### config.mk
export PLATFORM = sky130hd
export DESIGN_NAME = oser_tx
export DESIGN_NICKNAME = d
export VERILOG_FILES = /design/src/rtl/oser_tx.sv
export SDC_FILE = /design/constraint.sdc
export NUM_CORES = 1
export LEC_CHECK = 0
export BUFFER_PORTS_ARGS = -buffer_cell sky130_fd_sc_hd__buf_4
export CAP_MARGIN = 20
export CORE_AREA = 4 4 41 43
export CTS_CLUSTER_DIAMETER = 50
export DETAILED_ROUTE_END_ITERATION = 16
export DIE_AREA = 0 0 45 47
export GPL_TIMING_DRIVEN = 1
export SLEW_MARGIN = 15
export SYNTH_ARGS = -nofsm -noshare
export SYNTH_HDL_FRONTEND = slang
export SYNTH_SLANG_ARGS = --single-unit
### constraint.sdc
create_clock -name CLK -period 3 [get_ports CLK]
set_input_delay 0 -clock CLK [delete_from_list [all_inputs] [get_ports CLK]]
set_output_delay 0 -clock CLK [all_outputs]
set_load 0.02 [all_outputs]
### src/rtl/oser_tx.sv
// -----------------------------------------------------------------------------
// oser_tx - single-clock parallel-to-serial output transmitter.
//
// A WIDTH-bit word is accepted through a LOAD/READY handshake and driven out on
// a registered serial line, one bit per CLK. READY rises again while the final
// bit of a word is on Q, so a new word can follow with no gap cycle.
//
// Parameters:
//   WIDTH      word width in bits (2..16)
//   INIT       level driven on Q while idle and during/after reset
//   LSB_FIRST  1: D[0] leaves first, 0: D[WIDTH-1] leaves first
//
// Ports:
//   CLK     in   clock, rising edge
//   RESETN  in   asynchronous active-low reset
//   D       in   parallel word, sampled only on the accept edge
//   LOAD    in   word-valid request
//   READY   out  word can be accepted this cycle (combinational)
//   Q       out  serial data (registered)
//   Q_VLD   out  Q carries a valid data bit (registered)
//   LAST    out  Q carries the final bit of a word (registered)
// -----------------------------------------------------------------------------
module oser_tx #(
   parameter int unsigned WIDTH     = 4,
   parameter logic        INIT      = 1'b0,
   parameter bit          LSB_FIRST = 1'b1
) (
   input  logic             CLK,
   input  logic             RESETN,
   input  logic [WIDTH-1:0] D,
   input  logic             LOAD,
   output logic             READY,
   output logic             Q,
   output logic             Q_VLD,
   output logic             LAST
);

   // Guarded so an illegal WIDTH reports only the range error below.
   localparam int unsigned CW = (WIDTH < 2) ? 1 : $clog2(WIDTH);
   localparam logic [CW-1:0] CNT_MAX = CW'(WIDTH - 1);
   localparam logic [CW-1:0] CNT_PEN = CW'(WIDTH - 2);
   localparam logic [CW-1:0] CNT_ONE = CW'(1);

   if ((WIDTH < 2) || (WIDTH > 16)) begin : g_width_check
      $error("oser_tx: WIDTH must lie in 2..16");
   end

   typedef enum logic {
      ST_IDLE  = 1'b0,
      ST_SHIFT = 1'b1
   } state_t;

   state_t           state_q;
   logic [CW-1:0]    cnt_q;
   logic [WIDTH-2:0] sr_q;     // remaining bits, next-to-send at index 0
   logic             q_q;
   logic             vld_q;
   logic             last_q;

   logic [WIDTH-1:0] word_ord_s;
   logic             ready_s;
   logic             accept_s;

   // Reorders a word so that index 0 is always the first bit on the wire.
   function automatic logic [WIDTH-1:0] tx_order(input logic [WIDTH-1:0] word);
      logic [WIDTH-1:0] r;
      r = word;
      if (!LSB_FIRST) begin
         for (int i = 0; i < int'(WIDTH); i++) begin
            r[i] = word[int'(WIDTH) - 1 - i];
         end
      end else begin
         r = word;
      end
      return r;
   endfunction

   // Handshake decode: ready in IDLE or while the final bit is being driven.
   always_comb begin
      word_ord_s = tx_order(D);
      ready_s    = 1'b0;
      if (state_q == ST_IDLE) begin
         ready_s = 1'b1;
      end else if ((state_q == ST_SHIFT) && (cnt_q == CNT_MAX)) begin
         ready_s = 1'b1;
      end else begin
         ready_s = 1'b0;
      end
      accept_s = LOAD & ready_s;
   end

   // Transmit FSM with registered serial outputs.
   always_ff @(posedge CLK or negedge RESETN) begin
      if (!RESETN) begin
         state_q <= ST_IDLE;
         cnt_q   <= {CW{1'b0}};
         sr_q    <= {(WIDTH-1){1'b0}};
         q_q     <= INIT;
         vld_q   <= 1'b0;
         last_q  <= 1'b0;
      end else begin
         case (state_q)
            ST_IDLE: begin
               if (accept_s) begin
                  state_q <= ST_SHIFT;
                  cnt_q   <= {CW{1'b0}};
                  sr_q    <= word_ord_s[WIDTH-1:1];
                  q_q     <= word_ord_s[0];
                  vld_q   <= 1'b1;
                  last_q  <= 1'b0;
               end else begin
                  state_q <= ST_IDLE;
                  q_q     <= INIT;
                  vld_q   <= 1'b0;
                  last_q  <= 1'b0;
               end
            end
            ST_SHIFT: begin
               if (cnt_q != CNT_MAX) begin
                  // Mid-word: advance one bit; flag LAST as the final bit lands.
                  q_q     <= sr_q[0];
                  sr_q    <= sr_q >> 1'b1;
                  cnt_q   <= cnt_q + CNT_ONE;
                  vld_q   <= 1'b1;
                  last_q  <= (cnt_q == CNT_PEN);
               end else if (accept_s) begin
                  // Seamless follow-on word: Q_VLD stays high.
                  state_q <= ST_SHIFT;
                  cnt_q   <= {CW{1'b0}};
                  sr_q    <= word_ord_s[WIDTH-1:1];
                  q_q     <= word_ord_s[0];
                  vld_q   <= 1'b1;
                  last_q  <= 1'b0;
               end else begin
                  state_q <= ST_IDLE;
                  q_q     <= INIT;
                  vld_q   <= 1'b0;
                  last_q  <= 1'b0;
               end
            end
            default: begin
               state_q <= ST_IDLE;
               cnt_q   <= {CW{1'b0}};
               sr_q    <= {(WIDTH-1){1'b0}};
               q_q     <= INIT;
               vld_q   <= 1'b0;
               last_q  <= 1'b0;
            end
         endcase
      end
   end

   assign READY = ready_s;
   assign Q     = q_q;
   assign Q_VLD = vld_q;
   assign LAST  = last_q;

endmodule

[Word level (Yosys, flattened, before mapping)]
Cells that the tools add are included.
Storage, ports and cells
  RAM bits: 0
  bits in registers: 8
  bits in latches: 0
  logic and storage cells: 28
  output and inout bits: 4
  bits of input ports: 7
  memories kept: 0
  ROM bits: 0
Operators by class
  div/mod/pow operators: 0
  reduce and logical (&&, ||, !) cells: 1
  equal/unequal tests: 3
  bitwise logic cells: 2
  multipliers: 0
  shift operators: 0
  mux-type cells: 16
  magnitude comparators: 0
  $add $sub $neg: 1
Operators with widths (count)
  2-to-1 mux 1 bit: 7
  2-to-1 mux 3 bit: 2
  case mux 1 bit (2 select lines): 3
  case mux 3 bit (2 select lines): 1
  equality test 2 bit (second input constant): 2
  2-to-1 mux 2 bit: 2
  case mux 2 bit (2 select lines): 1
  adder 2 x 1 -> 2 bit (second input constant): 1
  != test 2 bit (second input constant): 1
  bitwise AND 1 bit: 1
  logical AND 1 bit: 1
  NOT 1 bit: 1

[Logic depth before layout (Yosys ltp)]
  word-level depth: 8
  mapped depth: 4
  gate-level depth less buffers: 3

[Worst setup path after synthesis]
Ideal clock, no wire load.
  kind: register to register
  start: register cnt_q[0]
  end: register sr_q[1]
  slack: 1.664 ns
  required time: 2.875 ns
  arrival time: 1.211 ns
  stages on the path, launching flop included: 5
  library setup time: 0.125 ns
  path buffers: 1
  period minus slack after synthesis: 1.336 ns
  cells stage by stage: dfrtp_1 -> ha_1 -> nand2b_1 -> buf_2 -> mux2_4
Between the ends
  cells in the longest elaborated chain, start to end: 8
  elaborated cells on any way between the ends: 9
  those cells by class: 2 x eq/ne; 5 x mux; 1 x bitwise; 1 x reduce/logical
Ends and longest elaborated chain
  from (decl): line 54  | logic [CW-1:0] cnt_q;
  from (signal assigned): line 96  | cnt_q <= {CW{1'b0}};
  from (signal assigned): line 106  | cnt_q <= {CW{1'b0}};
  from (signal assigned): line 123  | cnt_q <= cnt_q + CNT_ONE;
  equality test 2 bit *: line 84  | end else if ((state_q == ST_SHIFT) && (cnt_q == CNT_MAX)) begin
  logical AND 1 bit *: line 84
  2-to-1 mux 1 bit *: line 84
  2-to-1 mux 1 bit *: line 82  | if (state_q == ST_IDLE) begin
  via READY: line 32  | output logic READY,
  bitwise AND 1 bit *: line 89  | accept_s = LOAD & ready_s;
  2-to-1 mux 3 bit *
  2-to-1 mux 3 bit: line 119  | if (cnt_q != CNT_MAX) begin
  case mux 3 bit (2 select lines) *: line 102  | case (state_q)
  to (signal assigned): line 97  | sr_q <= {(WIDTH-1){1'b0}};
  to (signal assigned): line 107  | sr_q <= word_ord_s[WIDTH-1:1];
  to (signal assigned): line 122  | sr_q <= sr_q >> 1'b1;
  to (decl): line 55  | logic [WIDTH-2:0] sr_q;
The timed path passes the listed nets; every way through them passes the cells marked *.

[Worst setup path in the final report]
  start: register cnt_q[0]
  end: output port READY
Between the ends
  cells in the longest elaborated chain, start to end: 4
Ends and longest elaborated chain (line)
  equality test 2 bit: 84
  logical AND 1 bit: 84
  2-to-1 mux 1 bit: 84
  2-to-1 mux 1 bit: 82
  to (decl): 32
Every way passes these cells.

==> results.py <==
metrics = {
    "floorplanning": {
        "io_pins": 11,
        "num_rows": 13,
        "die-area_sq_um": 2120,
        "initial_core_util_pct": 28.9,
        "die_x_um": 45,
        "die_y_um": 47,
        "core-area_sq_um": 1300,
    },
    "global_route": {
        "grt_pass1_vias": 276,
        "grt-ovfl-total": 0,
        "grt_pass1_wl_um": 1150,
        "grt_antenna_before_repair": 0,
        "grt_max_degree": 9,
        "grt_usage_pct": 8.35,
    },
    "layout": {
        "final_layout_size_suffix_gt1_share_pct": 43.9,
        "n_fill_cell": 143,
        "n_antenna_cell": 0,
        "num-nets-final": 52,
        "fin_cells": 56,
        "syn2layout_area_growth_pct": 32.2,
    },
    "sta": {
        "finalClockSkew_ps": 1.55,
        "final-hold-violation-count": 0,
        "rsz0062_at_grt": "no",
        "setup_tns_ps": 0,
        "relSlewSlack_pct": 71.2,
        "layout_setup_ws_ps": 1550,
        "finalMaxSlewViolations": 0,
        "fin_crit_ps": 1450,
        "post-route-period-util_pct": 48.3,
        "report.final.setup_viol": 0,
        "fmax_mhz": 689,
        "worst_pin_slew_ps": 432,
    },
    "clocking": {
        "cts_tree": "yes",
        "cts_root_buf": "clkbuf_4",
        "post_cts_resized": 0,
        "cts_made_buffers": 3,
        "worstSkewPairLatency_ps": 250,
        "postCtsSetupBuffers": 0,
        "clk_pin_slew_ps": 50,
        "clk_path_buf_depth": 2,
        "cts.hold.buffers_added": 1,
        "h-tree-depth": 1,
        "cts.sinks": 8,
    },
    "routing": {
        "drt_wl_total_um": 637,
        "routedWlPerCell_um": 11.4,
        "antenna_left": 0,
        "vias": 240,
        "via_per_inst": 4.29,
        "firstDrtPassIters": 2,
        "drt_iter0_drc": 1,
        "drc_errors": 0,
    },
    "placed_design": {
        "pre_cts_ws_ps": 1580,
        "place_inst": 52,
        "portBuffers": 10,
        "place.gp.congestion": 0.714,
    },
    "synthesis": {
        "syn_area_sq_um": 377,
        "synth_top_family_by_area": "multiplexers",
        "syn_area_per_cell_sq_um": 13.5,
        "ys_warn_count": 0,
        "synth_compound_area_share_pct": 0,
        "synthCells": 28,
        "synth_xor_area_share_pct": 0,
        "yosysSeqAreaShare_pct": 53.2,
        "synth_fa_ha_area_share_pct": 6.64,
        "synth_fp_nets": 37,
        "synth_simple_gate_area_share_pct": 13.0,
        "ys_seq_elements": 8,
        "muxShareOfSynthArea_pct": 23.9,
        "yosysUniqueCellTypes": 12,
    },
    "critical_path": {
        "worst-path-stages": 3,
        "crit_type": "reg2out",
        "cp_slowest_cell": "dfrtp_1",
        "required_ps": 3000,
        "critPathTopFamily": "flip-flops",
        "crit_chain": "ha_1 -> nand2b_1 -> buf_4",
        "crit_fanout": 8,
        "cp.arrival_ps": 1450,
        "end_kind": "output port",
        "reg2regPathDepth": 3,
        "path_buf_inv": 1,
        "cpPeakStageDelay_ps": 410,
        "cp-start-kind": "flop",
    },
    "flow_run": {
        "maxCapViolCount": 0,
    },
    "min_path": {
        "min_path_cells": 2,
        "holdCritPathClass": "in2reg",
    },
    "power_and_ir_drop": {
        "ir_worst_vdd_mv": 0.313,
        "leakage_nw": 0.249,
        "p_per_area_nw_per_um2": 940,
    },
    "run_status": {
        "status": "finished, final reports clean",
    },
}
synth_stat cells:
master | instances | area share, %
buf_2 | 1 | 1.3
dfrtp_1 | 8 | 53
nand2_1 | 1 | 1.0
mux2_4 | 1 | 4.0
nand2b_2 | 3 | 7.0
mux2_2 | 1 | 3.0
nand2b_1 | 1 | 1.7
inv_1 | 2 | 2.0
ha_1 | 2 | 6.6
mux2i_1 | 3 | 8.0
and2_1 | 2 | 3.3
mux2_1 | 3 | 9.0
worst paths after layout:
check                      startpoint  endpoint  slack [ps]
max                          cnt_q[0]     READY        1550
min                              LOAD     Q_VLD          10
max reg2reg                  cnt_q[0]   sr_q[1]        1570
min reg2reg                     Q_VLD      LAST         510
max in group asynchronous      RESETN  cnt_q[1]        2770
min in group asynchronous      RESETN         Q         100
placed cells by master (no fill, tap or decap):
cell type / n
mux2i_1: 3
ha_1: 2
nand2b_1: 1
nand2_1: 1
mux2_1: 3
and2_1: 2
dfrtp_1: 8
buf_4: 10
mux2_2: 1
dlygate4sd3_1: 1
nand2b_2: 3
mux2_4: 1
clkbuf_4: 3
inv_1: 2
layout make-up:
type                            count  area, sq um  area share (%)
Sequential cell                     8          200            40.2
Multi-Input combinational cell     17          164            32.9
Timing Repair Buffer               11         85.1            17.1
Clock buffer                        3         22.5            4.52
Tap cell                           15         18.8            3.77
Inverter                            2         7.51            1.51
power by group:
| group | switching [W] | internal [W] |
|---|---|---|
| clock network | 0.0000346 | 0.0000456 |
| registers | 0.0000282 | 0.000155 |
| logic | 0.000101 | 0.000104 |
metal layers:
metal	vias to the layer above	track usage [%]	part of all wire [%]
met2	9	11.3	46
li1	118	-	-
met3	2	3.83	10
met4	0	8.77	1.4
met5	-	0	0
met1	111	9.28	43
cell families after synthesis:
family	after synthesis
and+or+nand+nor	7
muxes	8
adders and majority gates	2
DFF	8
buffers and inverters	3
sequential cells by signal (all words and copies together) (netlist names):
register  cells
LAST          1
Q             1
Q_VLD         1
cnt_q         2
sr_q          3
stage by stage:
stage,area [sq um],util (%),total power [W],hold slack (ps)
after floorplan,377,-,0.000325,-296
after global placement,465,35.8,0.000383,-180
after detailed placement,465,35.8,0.000394,-176
after CTS,498,38.3,0.000481,4.32
after global routing,498,38.3,0.000508,23.2
final,498,38.3,0.000468,13.9
Power figures use the tool's default switching activity.
